[src/rtl/priority_pkg.sv]
// rtl/priority_pkg.sv - shared constants and helpers for the 16-input priority encoder path
package priority_pkg;

    localparam int PE_WIDTH = 16;
    localparam int PE_CODE_W = 8;
    localparam logic [PE_CODE_W-1:0] PE_CODE_NONE = 8'hF0;

    // A code selects a line only when it addresses one of the encoder inputs.
    function automatic logic code_valid(input logic [PE_CODE_W-1:0] code);
        return (code < PE_CODE_W'(PE_WIDTH));
    endfunction

endpackage

[src/rtl/sync_chain.sv]
// rtl/sync_chain.sv - multi-flop synchroniser for a bus of independent async lines
module sync_chain #(
    parameter int STAGES = 2,
    parameter int WIDTH  = 16
) (
    input  logic             clk,
    input  logic             rst_n,
    input  logic [WIDTH-1:0] d,
    output logic [WIDTH-1:0] q
);

    logic [STAGES-1:0][WIDTH-1:0] chain;

    // Shift every line one stage deeper each cycle; the last stage is the usable copy.
    always_ff @(posedge clk or negedge rst_n) begin
        if (!rst_n) begin
            chain <= '0;
        end else begin
            chain <= {chain[STAGES-2:0], d};
        end
    end

    assign q = chain[STAGES-1];

endmodule

[src/rtl/req_pending_latch.sv]
// rtl/req_pending_latch.sv - sticky pending/overrun capture in front of the priority encoder
module req_pending_latch
    import priority_pkg::*;
#(
    parameter int WIDTH       = PE_WIDTH,
    parameter int SYNC_STAGES = 2,
    parameter int EDGE_MODE   = 1
) (
    input  logic                 clk,
    input  logic                 rst_n,
    input  logic [WIDTH-1:0]     req_in,
    input  logic [WIDTH-1:0]     mask_in,
    input  logic                 clr_valid,
    input  logic [PE_CODE_W-1:0] clr_code,
    input  logic                 ovr_clr,
    output logic [WIDTH-1:0]     pend_out,
    output logic                 pend_any,
    output logic [WIDTH-1:0]     overrun,
    output logic                 armed
);

    // Warm-up lasts until the synchroniser and history register hold real samples.
    localparam int CNT_W = $clog2(SYNC_STAGES + 2);
    localparam logic [CNT_W-1:0] WARM_MAX = CNT_W'(SYNC_STAGES + 1);

    logic [WIDTH-1:0] s;
    logic [WIDTH-1:0] h;
    logic [WIDTH-1:0] ev;
    logic [WIDTH-1:0] clr_hit;
    logic [WIDTH-1:0] ovr_set;
    logic [WIDTH-1:0] pend;
    logic [WIDTH-1:0] ovr;
    logic [CNT_W-1:0] warm_cnt;

    sync_chain #(
        .STAGES (SYNC_STAGES),
        .WIDTH  (WIDTH)
    ) u_sync (
        .clk   (clk),
        .rst_n (rst_n),
        .d     (req_in),
        .q     (s)
    );

    // Previous-cycle copy of the synchronised lines for edge detection.
    always_ff @(posedge clk or negedge rst_n) begin
        if (!rst_n) begin
            h <= '0;
        end else begin
            h <= s;
        end
    end

    // Count up after reset release and park at the top value.
    always_ff @(posedge clk or negedge rst_n) begin
        if (!rst_n) begin
            warm_cnt <= '0;
        end else if (warm_cnt != WARM_MAX) begin
            warm_cnt <= warm_cnt + CNT_W'(1);
        end
    end

    assign armed = (warm_cnt == WARM_MAX);

    // Events are suppressed during warm-up so lines held through reset never fire.
    always_comb begin
        ev = '0;
        if (armed) begin
            if (EDGE_MODE != 0) begin
                ev = s & ~h;
            end else begin
                ev = s;
            end
        end
    end

    // One-hot clear from the served code; out-of-range codes (including "none") select nothing.
    always_comb begin
        clr_hit = '0;
        if (clr_valid && code_valid(clr_code)) begin
            for (int i = 0; i < WIDTH; i++) begin
                if (clr_code == PE_CODE_W'(i)) begin
                    clr_hit[i] = 1'b1;
                end
            end
        end
    end

    // An edge on an already pending line that is not being served is an overrun; level mode never overruns.
    always_comb begin
        ovr_set = '0;
        if (EDGE_MODE != 0) begin
            ovr_set = ev & pend & ~clr_hit;
        end
    end

    // Set beats clear so a coincident new request is never lost.
    always_ff @(posedge clk or negedge rst_n) begin
        if (!rst_n) begin
            pend <= '0;
        end else begin
            pend <= ev | (pend & ~clr_hit);
        end
    end

    // Sticky overrun flags; a fresh overrun survives a simultaneous bulk clear.
    always_ff @(posedge clk or negedge rst_n) begin
        if (!rst_n) begin
            ovr <= '0;
        end else begin
            ovr <= ovr_set | (ovr & ~{WIDTH{ovr_clr}});
        end
    end

    assign pend_out = pend & mask_in;
    assign pend_any = |pend_out;
    assign overrun  = ovr;

endmodule
[config.mk]
export PLATFORM = sky130hd
export DESIGN_NAME = req_pending_latch
export DESIGN_NICKNAME = d
export VERILOG_FILES = /design/src/rtl/priority_pkg.sv /design/src/rtl/sync_chain.sv /design/src/rtl/req_pending_latch.sv
export SDC_FILE = /design/constraint.sdc
export NUM_CORES = 1
export LEC_CHECK = 0
export CAP_MARGIN = 30
export CORE_ASPECT_RATIO = 1.5
export CORE_MARGIN = 5
export CORE_UTILIZATION = 30
export DETAILED_ROUTE_END_ITERATION = 8
export MAX_ROUTING_LAYER = met4
export PLACE_DENSITY = 0.54
export SYNTH_ARGS = -nofsm -noshare
export SYNTH_HDL_FRONTEND = slang
export SYNTH_HIERARCHICAL = 1
export SYNTH_SLANG_ARGS = --single-unit
[constraint.sdc]
create_clock -name clk -period 1.7 [get_ports clk]
set_input_delay 0.34 -clock clk [delete_from_list [all_inputs] [get_ports clk]]
set_output_delay 0.34 -clock clk [all_outputs]
set_load 0.02 [all_outputs]
==> impl_metrics.py <==
metrics = {
    "placed_design": {
        "io_buffers": 77,
        "hpwlAfterDp_um": 4910,
        "dp_cells": 422,
        "placed_area_um2": 3990,
        "gp_congestion": 0.784,
    },
    "grt": {
        "track_usage_pct": 11.8,
        "antenna_found_initial": 0,
        "grt_first_pass_wirelength_um": 10400,
        "grt_max_degree": 36,
        "first_global_vias": 2042,
        "globalRouteOverflowTotal": 0,
    },
    "synth": {
        "synth_area_um2": 2910,
        "synth_fp_nets": 261,
        "syn_area_per_cell_um2": 13.5,
        "synth-edff-count": 0,
        "yosysMostFrequentCell": "dfrtp_1",
        "yosys_warnings": 6,
        "synth_seq_cells": 82,
        "synth_cell_types": 24,
        "synth_cells": 216,
        "synthTopCellsByArea": "dfrtp_1, buf_4, nand3b_1",
        "yosysSeqAreaShare_pct": 70.6,
        "yosysTopAreaCellShare_pct": 70.6,
        "ys.flop_type": "dfrtp_1",
        "post-synth-top-area-cell": "dfrtp_1",
        "async_reset_ff_share_pct": 100,
        "yosys-top-cells-count": "dfrtp_1, nand2_1",
    },
    "sta": {
        "rsz0062_at_grt": "yes",
        "max_slew_margin_pct": 69.0,
        "layout_setup_ws_ps": -725,
        "finalSetupViolCount": 1,
        "fin_skew_ps": 3.14,
        "clock.fmax_ghz": 0.412,
        "worst_pin_slew_ps": 464,
        "min_period_ps": 2420,
        "slew_viol_final": 0,
        "final_hold_viol_count": 0,
        "period_share_pct": 143,
    },
    "cells_and_area": {
        "multiInputGateArea_um2": 752,
        "nets": 367,
        "n_antenna_cell": 0,
        "drive_gt1_share_pct": 26.6,
        "areaGrowthSynthToFinish_pct": 51.2,
        "nFillCells": 926,
        "stdcell_area_um2": 4400,
        "regArea_um2": 2050,
        "final_cells": 442,
    },
    "pwr": {
        "combinationalPowerShare_pct": 10.7,
        "p_sw_share_pct": 21.5,
        "power.share.sequential_pct": 46.8,
        "p_int_mw": 3.51,
        "power_mw": 4.47,
        "peakVddDrop_v": 0.000657,
        "power.density_nw_per_um2": 1020,
        "p_leak_nw": 1.97,
        "p_sw_uw": 960,
        "pwr-share-clk_pct": 42.6,
    },
    "clocking": {
        "clockBufferDepth": 2,
        "path_clk_slew_ps": 50,
        "clock-sinks": 82,
        "worstSkewPairLatency_ps": 320,
        "cts_made_buffers": 9,
        "cts-root-buf": "clkbuf_16",
        "cts_max_level": 3,
        "cts_tree": "done",
    },
    "setup_path": {
        "timing.rr.end": "warm_cnt[1]$_DFFE_PN0P_",
        "cp_slowest_cell": "or4_4",
        "cp_max_fo": 2,
        "cp-start-kind": "input pin",
        "cp-startpoint": "mask_in[8]",
        "crit_chain": "clkdlybuf4s50_1 > and2_4 > or4_4 > or4_4 > buf_6",
        "critPathCapture": "pend_any",
        "crit_type": "input pin to primary output",
        "slowest_delay_ps": 540,
        "cp_common_cell": "or4_4",
        "arrival_ps": 2080,
        "required_ps": 1360,
        "reg2reg_depth": 3,
        "critPathCaptureType": "primary output",
        "rrSetupSlack_ps": 450,
        "r2r_start": "warm_cnt[0]$_DFFE_PN0P_",
    },
    "routing": {
        "remaining_drc_errors": 0,
        "dr_total_vias": 1953,
        "wl_per_cell_um": 14.5,
        "firstDrtPassIters": 4,
        "viasPerCell": 4.42,
        "ant_nets": 0,
        "drt_iter0_markers": 86,
        "drt-total-wl_um": 6430,
    },
    "die": {
        "fp-row-count": 44,
        "coreArea_um2": 9580,
        "die-area_um2": 11800,
        "start_util_pct": 30.4,
        "io_pins": 78,
        "die_w_um": 90.4,
        "die_y_um": 131,
    },
    "run_status": {
        "status": "finished with violations",
        "violations": "negative setup slack",
    },
    "flow_run": {
        "maxCapViolCount": 0,
    },
    "min_path": {
        "hp-start": "u_sync/chain[10]$_DFF_PN0_",
        "hold_path_depth": 0,
        "min_path_type": "flop to flop",
    },
}
-- metrics by stage --
stage	hold slack, ps	utilization, %	worst slack [ps]	setup TNS [ps]
3_3_place_gp	322	41.7	-1180	-14130
3_5_place_dp	330	41.7	-1210	-14310
4_1_cts	347	45.2	-742	-742
5_1_grt	351	45.9	-748	-853
2_1_floorplan	44.4	-	-241	-241
6_report	345	45.9	-725	-725
-- layer usage --
layer | routed length [µm] | share of wire (%) | global-route usage (%)
met3 | 402 | 6.3 | 4.07
met2 | 3410 | 53 | 19.4
met5 | 0 | 0 | -
met4 | 133 | 2.1 | 5.00
met1 | 2480 | 39 | 13.2
-- flip-flops by register name (all words and copies together), names as in the netlist --
| signal | flops |
|---|---|
| h | 16 |
| overrun | 16 |
| pend | 16 |
| u_sync/chain | 16 |
| u_sync/q | 16 |
| warm_cnt | 2 |
-- area by class of cell --
cell class | count | area share (%)
Sequential cell | 82 | 46.7
Clock buffer | 11 | 5.75
Timing Repair Buffer | 117 | 24.6
Tap cell | 115 | 3.27
Clock inverter | 5 | 1.20
Multi-Input combinational cell | 96 | 17.1
Inverter | 16 | 1.37
-- what timing repair did --
action                     in CTS  in global routing
hold buffers                    1                  0
hold endpoints to repair       33                  0
buffers inserted                0                  3
pin swaps                       5                  5
gates cloned                    0                  0
setup endpoints to repair      31                 21
resized for setup              36                 22
-- cells by family (layout without fill, tap and decap cells) --
kind of cell | Yosys count | count (layout) | synth area share (%)
adders and majority gates | 1 | 1 | 0.430
and+or+nand+nor | 61 | 61 | 13.3
xor gates and xnor gates | 1 | 1 | 0.301
AOI/OAI and AO/OA | 32 | 32 | 8.00
buffers and inverters | 38 | 149 | 7.01
muxes | 1 | 1 | 0.387
DFF | 82 | 82 | 70.6
-- power groups by stage --
stage | logic (mW) | clock network (mW) | registers, mW
6_report | 0.477 | 1.90 | 2.09
5_1_grt | 0.520 | 2.06 | 2.10
4_1_cts | 0.484 | 1.96 | 2.09
3_5_place_dp | 0.492 | 0 | 2.13
3_3_place_gp | 0.489 | 0 | 2.12
2_1_floorplan | 0.159 | 0 | 2.15
-- layout by cell type, fill, tap and decap left out, drive strengths merged --
master and instances:
dfrtp 82, clkdlybuf4s50 46, buf 41, nand2 17, nand3b 16, inv 16
o22ai 16, dlygate4sd2 16, and2 16, clkbuf 14, o31ai 12, dlymetal6s2s 8
or4 5, o41ai 4, clkinv 3, nand2b 2, clkdlybuf4s15 2, or3 1
nand4b 1, or4bb 1, nand4bb 1, or4b 1, mux2 1, xnor2 1
ha 1, bufinv 1, clkinvlp 1, dlygate4sd3 1
-- worst min path at each step --
| stage | end | slack, ps |
|---|---|---|
| final | u_sync/q[10]$_DFF_PN0_ | 340 |
| after global routing | u_sync/q[11]$_DFF_PN0_ | 350 |
| after CTS | u_sync/q[0]$_DFF_PN0_ | 350 |
| after detailed placement | u_sync/q[11]$_DFF_PN0_ | 330 |
| after global placement | u_sync/q[9]$_DFF_PN0_ | 320 |
| after floorplan | h[0]$_DFF_PN0_ | 40 |
-- worst max-delay path: cells and delay by family --
family / cells / cell delay [ps]
buffers and inverters: 2 / 540
AND/OR/NAND/NOR: 3 / 1210
Power figures use the tool's default switching activity.
